===== config.mk =====
export PLATFORM = sky130hd
export DESIGN_NAME = td4_inst_encoder
export DESIGN_NICKNAME = d
export VERILOG_FILES = /design/src/rtl/td4_inst_encoder.sv
export SDC_FILE = /design/constraint.sdc
export NUM_CORES = 1
export LEC_CHECK = 0
export ABC_AREA = 1
export ABC_CLOCK_PERIOD_IN_PS = 4450
export CORE_UTILIZATION = 50
export CTS_BUF_LIST = sky130_fd_sc_hd__clkbuf_4 sky130_fd_sc_hd__clkbuf_8
export DETAILED_ROUTE_END_ITERATION = 12
export PLACE_DENSITY = 0.83
export SYNTH_ARGS = -nofsm -noshare
export SYNTH_HDL_FRONTEND = slang
export SYNTH_SLANG_ARGS = --single-unit

===== constraint.sdc =====
create_clock -name clk -period 4.45 [get_ports clk]
set_clock_uncertainty 0.15 [all_clocks]
set_input_delay 0.89 -clock clk [delete_from_list [all_inputs] [get_ports clk]]
set_output_delay 0.89 -clock clk [all_outputs]
set_load 0.02 [all_outputs]

===== src/rtl/td4_inst_encoder.sv =====
// TD4 instruction encoder: mnemonic stream -> FIFO -> sequential program writes.
// Optional self-loop HALT word after drain when TD4_ENC_AUTO_HALT_EN is defined.
module td4_inst_encoder #(
  parameter int FIFO_DEPTH = 4,
  parameter int PROG_WORDS = 16
) (
  input  logic       clk,
  input  logic       n_reset,
  input  logic       start,
  input  logic       end_prog,
  input  logic       in_valid,
  output logic       in_ready,
  input  logic [3:0] in_mnem,
  input  logic [3:0] in_imm,
  output logic       wr_en,
  input  logic       wr_ready,
  output logic [3:0] wr_addr,
  output logic [7:0] wr_data,
  output logic [4:0] words,
  output logic       done,
  output logic       err_illegal
);

  localparam int AW = $clog2(FIFO_DEPTH);
  localparam int CW = AW + 1;
  localparam logic [4:0] PW = 5'(PROG_WORDS);
  localparam logic [CW-1:0] FD = CW'(FIFO_DEPTH);

  typedef enum logic [1:0] {
    S_IDLE,
    S_RUN,
    S_HALT,
    S_DONE
  } state_t;

  state_t        r_state;
  logic [7:0]    r_mem [FIFO_DEPTH];
  logic [AW-1:0] r_rd;
  logic [AW-1:0] r_wr;
  logic [CW-1:0] r_cnt;
  logic          r_full;
  logic [4:0]    r_acc;
  logic [3:0]    r_addr;
  logic [4:0]    r_words;
  logic          r_err;
  logic          r_end;

  logic          w_legal;
  logic          w_zimm;
  logic [3:0]    w_op;
  logic [7:0]    w_word;
  logic          w_accept;
  logic          w_push;
  logic          w_pop;
  logic [CW-1:0] w_cnt_nxt;
  logic [3:0]    w_addr_inc;

  always_comb begin
    w_legal = 1'b1;
    w_zimm  = 1'b0;
    w_op    = 4'b0000;
    case (in_mnem)
      4'd0:  w_op = 4'b0000;
      4'd1:  begin w_op = 4'b0001; w_zimm = 1'b1; end
      4'd2:  begin w_op = 4'b0010; w_zimm = 1'b1; end
      4'd3:  w_op = 4'b0011;
      4'd4:  begin w_op = 4'b0100; w_zimm = 1'b1; end
      4'd5:  w_op = 4'b0101;
      4'd7:  w_op = 4'b0111;
      4'd8:  begin w_op = 4'b1001; w_zimm = 1'b1; end
      4'd9:  w_op = 4'b1011;
      4'd10: w_op = 4'b1110;
      4'd11: w_op = 4'b1111;
      default: w_legal = 1'b0;
    endcase
  end

  assign w_word = {w_op, w_zimm ? 4'h0 : in_imm};

  // Registered full flag keeps push off a full FIFO even when a pop is due.
  assign in_ready = (r_state == S_RUN) && !r_full &&
                    (r_acc < PW) && !r_end;
  assign w_accept = in_valid && in_ready;
  assign w_push   = w_accept && w_legal;

  assign wr_en = ((r_state == S_RUN) && (r_cnt != '0)) ||
                 (r_state == S_HALT);
  assign w_pop = (r_state == S_RUN) && (r_cnt != '0) && wr_ready;

  assign wr_data = (r_state == S_HALT) ? {4'hF, r_addr} :
                   (wr_en ? r_mem[r_rd] : 8'h00);

  assign w_cnt_nxt  = r_cnt + CW'(w_push) - CW'(w_pop);
  assign w_addr_inc = (r_addr == 4'hF) ? r_addr : r_addr + 4'd1;

  assign wr_addr     = r_addr;
  assign words       = r_words;
  assign done        = (r_state == S_DONE);
  assign err_illegal = r_err;

  always_ff @(posedge clk or negedge n_reset) begin
    if (!n_reset) begin
      r_state <= S_IDLE;
      for (int i = 0; i < FIFO_DEPTH; i++) r_mem[i] <= 8'h00;
      r_rd    <= '0;
      r_wr    <= '0;
      r_cnt   <= '0;
      r_full  <= 1'b0;
      r_acc   <= '0;
      r_addr  <= '0;
      r_words <= '0;
      r_err   <= 1'b0;
      r_end   <= 1'b0;
    end else if (start) begin
      r_state <= S_RUN;
      r_rd    <= '0;
      r_wr    <= '0;
      r_cnt   <= '0;
      r_full  <= 1'b0;
      r_acc   <= '0;
      r_addr  <= '0;
      r_words <= '0;
      r_err   <= 1'b0;
      r_end   <= 1'b0;
    end else begin
      case (r_state)
        S_RUN: begin
          if (w_push) begin
            r_mem[r_wr] <= w_word;
            r_wr  <= r_wr + 1'b1;
            r_acc <= r_acc + 5'd1;
          end
          if (w_accept && !w_legal) r_err <= 1'b1;
          if (w_pop) begin
            r_rd    <= r_rd + 1'b1;
            r_addr  <= w_addr_inc;
            r_words <= r_words + 5'd1;
          end
          r_cnt  <= w_cnt_nxt;
          r_full <= (w_cnt_nxt == FD);
          if (end_prog) r_end <= 1'b1;
          // Neither condition can coincide with a push: in_ready is low.
          if (r_cnt == '0 && (r_end || r_words == PW)) begin
`ifdef TD4_ENC_AUTO_HALT_EN
            r_state <= (r_end && r_words < PW) ? S_HALT : S_DONE;
`else
            r_state <= S_DONE;
`endif
          end
        end
        S_HALT: begin
          if (wr_ready) begin
            r_addr  <= w_addr_inc;
            r_words <= r_words + 5'd1;
            r_state <= S_DONE;
          end
        end
        default: ;
      endcase
    end
  end

endmodule


==> impl_metrics.env <==
export IMPL_io_pin_count=35
export IMPL_clockRootBuffer="clkbuf_8"
export IMPL_cp_arrival_ns=2.45
export IMPL_r2r_setup_slack_ns=1.96
export IMPL_rsz0062_at_grt="false"
export IMPL_ant_nets=0
export IMPL_ys_seq_elements=58
export IMPL_postCtsHoldBufs=0
export IMPL_netlist_area_sq_um=3200
export IMPL_cp_cell_sequence="buf_4 -> clkinv_1 -> o21ai_0 -> o22ai_1 -> nand2_1 -> o21ai_0 -> clkdlybuf4s50_1"
export IMPL_synth_area_top_cells="dfrtp_1, nand2_1, nand3_1, nor2_1, o21ai_0"
export IMPL_drt_pass1_iterations=5
export IMPL_grt_use_total_pct=25.5
export IMPL_yosysUniqueCellTypes=26
export IMPL_required_ns=3.41
export IMPL_first_global_vias=2741
export IMPL_async_flop_share_pct=100
export IMPL_r2r_start="r_end"
export IMPL_die_h_microns=81.9
export IMPL_gr_total_overflow=0
export IMPL_clk_path_buf_depth=2
export IMPL_ys_warnings_count=0
export IMPL_reg2regPathDepth=12
export IMPL_n_antenna_cell=0
export IMPL_crit_buf_inv=3
export IMPL_drv_cap=0
export IMPL_maxSlewViolCount=0
export IMPL_min_path_type="flip-flop to flip-flop"
export IMPL_clk_pin_slew_ns=0.06
export IMPL_antenna_found_initial=0
export IMPL_avgSynthCellArea_sq_um=7.48
export IMPL_cts_buffers=9
export IMPL_outcome="finished clean"
export IMPL_vias=3008
export IMPL_critPathMostFrequentCell="o21ai_0"
export IMPL_pre_cts_slack_ns=0.993
export IMPL_setup_ws_ns=0.960
export IMPL_rows=28
export IMPL_setup_viol=0
export IMPL_routabilityCongestion=0.869
export IMPL_cts_resized=0
export IMPL_cp_end_kind="primary output"
export IMPL_ys_seq_area_share_pct=45.4
export IMPL_holdPathStages=2
export IMPL_rr_endpoint="r_full"
export IMPL_htree_levels=3
export IMPL_coreArea_sq_um=6030
export IMPL_start_util_pct=53.0
export IMPL_crit_start="r_rd[0]"
export IMPL_ir_worst_vdd_uv=357
export IMPL_crit_fanout=19
export IMPL_layout_drive_gt1_share_pct=6.22
export IMPL_syn2layout_area_growth_pct=18.1
export IMPL_path_delay_family="buffers and inverters"
export IMPL_grt_start_max_net_pins=59
export IMPL_drt_iter0_drc=323
export IMPL_grt_pass1_wl_microns=12700
export IMPL_worst_pin_slew_ns=0.757
export IMPL_yosysMostFrequentCell="nand2_1"
export IMPL_startpoint_type="flip-flop"
export IMPL_dp_cells=525
export IMPL_max_freq_ghz=0.287
export IMPL_max_slew_margin_pct=49.5
export IMPL_finalSetupTns_ns=0
export IMPL_utilization_pct=62.6
export IMPL_synth_top_area_share_pct=45.4
export IMPL_drc=0
export IMPL_min_period_over_period_pct=78.4
export IMPL_p_leak_nw=1.99
export IMPL_cpPeakStageDelay_ns=0.54
export IMPL_wl_per_cell_microns=14.0
export IMPL_critPathKind="flip-flop to primary output"
export IMPL_cp_slowest_cell="clkdlybuf4s50_1"
export IMPL_synth_top_area_cell="dfrtp_1"
export IMPL_dieArea_sq_um=6710
export IMPL_postSynthCellCount=427
export IMPL_syn_nets=452
export IMPL_synthFlopType="dfrtp_1"
export IMPL_worstHoldStart="r_mem[12]"
export IMPL_fin_nets=486
export IMPL_viasPerCell=5.56
export IMPL_fin_cells=541
export IMPL_cts_tree="built"
export IMPL_power_density_nw_per_um2=535
export IMPL_wirelength_microns=7560
export IMPL_finalCriticalPeriod_ns=3.49
export IMPL_port_buffer_count=34
export IMPL_cts_sinks=58
export IMPL_dp_hpwl_microns=5180
export IMPL_die_w_microns=81.9
export IMPL_hold_path_end="r_mem[12]"
export IMPL_synth_common_cells="nand2_1, dfrtp_1, nor2_1"
export IMPL_synth_edf_count=0
export IMPL_postCtsSetupBuffers=0
export IMPL_clock_latency_ns=0.34
export IMPL_hold_violations=0
## where the power goes
| part | switching, mW | internal, mW | total, mW | leakage (nW) |
|---|---|---|---|---|
| Sequential | 0.101 | 0.651 | 0.752 | 0.783 |
| Combinational | 0.486 | 0.296 | 0.782 | 1.10 |
| Clock | 0.203 | 0.282 | 0.485 | 0.105 |
| Total | 0.789 | 1.23 | 2.02 | 1.99 |
## routing by layer
metal,track usage [%],vias up,part of all wire [%]
li1,-,1456,-
met1,35.3,1424,45
met2,39.0,110,47
met3,4.22,18,5.7
met4,11.4,0,2.2
met5,0,-,0
## cell families (layout without fill, tap and decap cells)
family | after synthesis | after routing | synth area share, %
AND/OR/NAND/NOR | 248 | 248 | 33.1
flip-flops | 58 | 58 | 45.4
buffers and inverters | 56 | 95 | 7.28
AO/OA/AOI/OAI | 48 | 48 | 7.99
adder cells (fa/ha/maj) | 11 | 11 | 4.54
XOR/XNOR | 6 | 6 | 1.64
## tightest hold or removal path, delay by kind of cell, from the launching register on
family	cells	cell delay, ns
AND/OR/NAND/NOR	2	0.11
flip-flops	1	0.34
## cell usage in the layout (no fill, tap or decap), drive strengths merged, types with 10 or more instances in the layout
cell type / n
dfrtp: 58
o21ai: 31
nand3: 37
clkdlybuf4s50: 33
inv: 39
clkbuf: 13
nor2: 43
o22ai: 10
ha: 10
nand2: 145
nand4: 22
## worst max path at each step
| stage | cells past startpoint | end |
|---|---|---|
| 2_1_floorplan | 13 | r_full |
| 3_3_place_gp | 14 | r_full |
| 3_5_place_dp | 14 | r_full |
| 4_1_cts | 7 | wr_data[3] |
| 5_1_grt | 7 | wr_data[3] |
| 6_report | 7 | wr_data[3] |
## through the flow
step / area, sq um / power, mW / hold slack (ns)
final: 3770 / 2.02 / 0.324
after global routing: 3770 / 2.16 / 0.337
after CTS: 3770 / 2.02 / 0.322
after detailed placement: 3580 / 1.53 / 0.306
after global placement: 3580 / 1.51 / 0.300
after floorplan: 3200 / 1.27 / 0.287
## flip-flops by register name, indices dropped and copies added (netlist names)
register     flops
err_illegal      1
r_acc            5
r_cnt            3
r_end            1
r_full           1
r_mem           32
r_rd             2
r_state          2
r_wr             2
words            5
wr_addr          4
## layout make-up
cell class / instances / area [sq um]
fillers: 532 / 2250
multi-input cells: 313 / 1510
flip-flops and latches: 58 / 1450
repair buffers: 39 / 373
clock buffers: 13 / 154
inverters: 40 / 150
well taps: 75 / 93.8
clock inverters: 3 / 40.0
No activity file was read; power rests on OpenSTA's default activity.
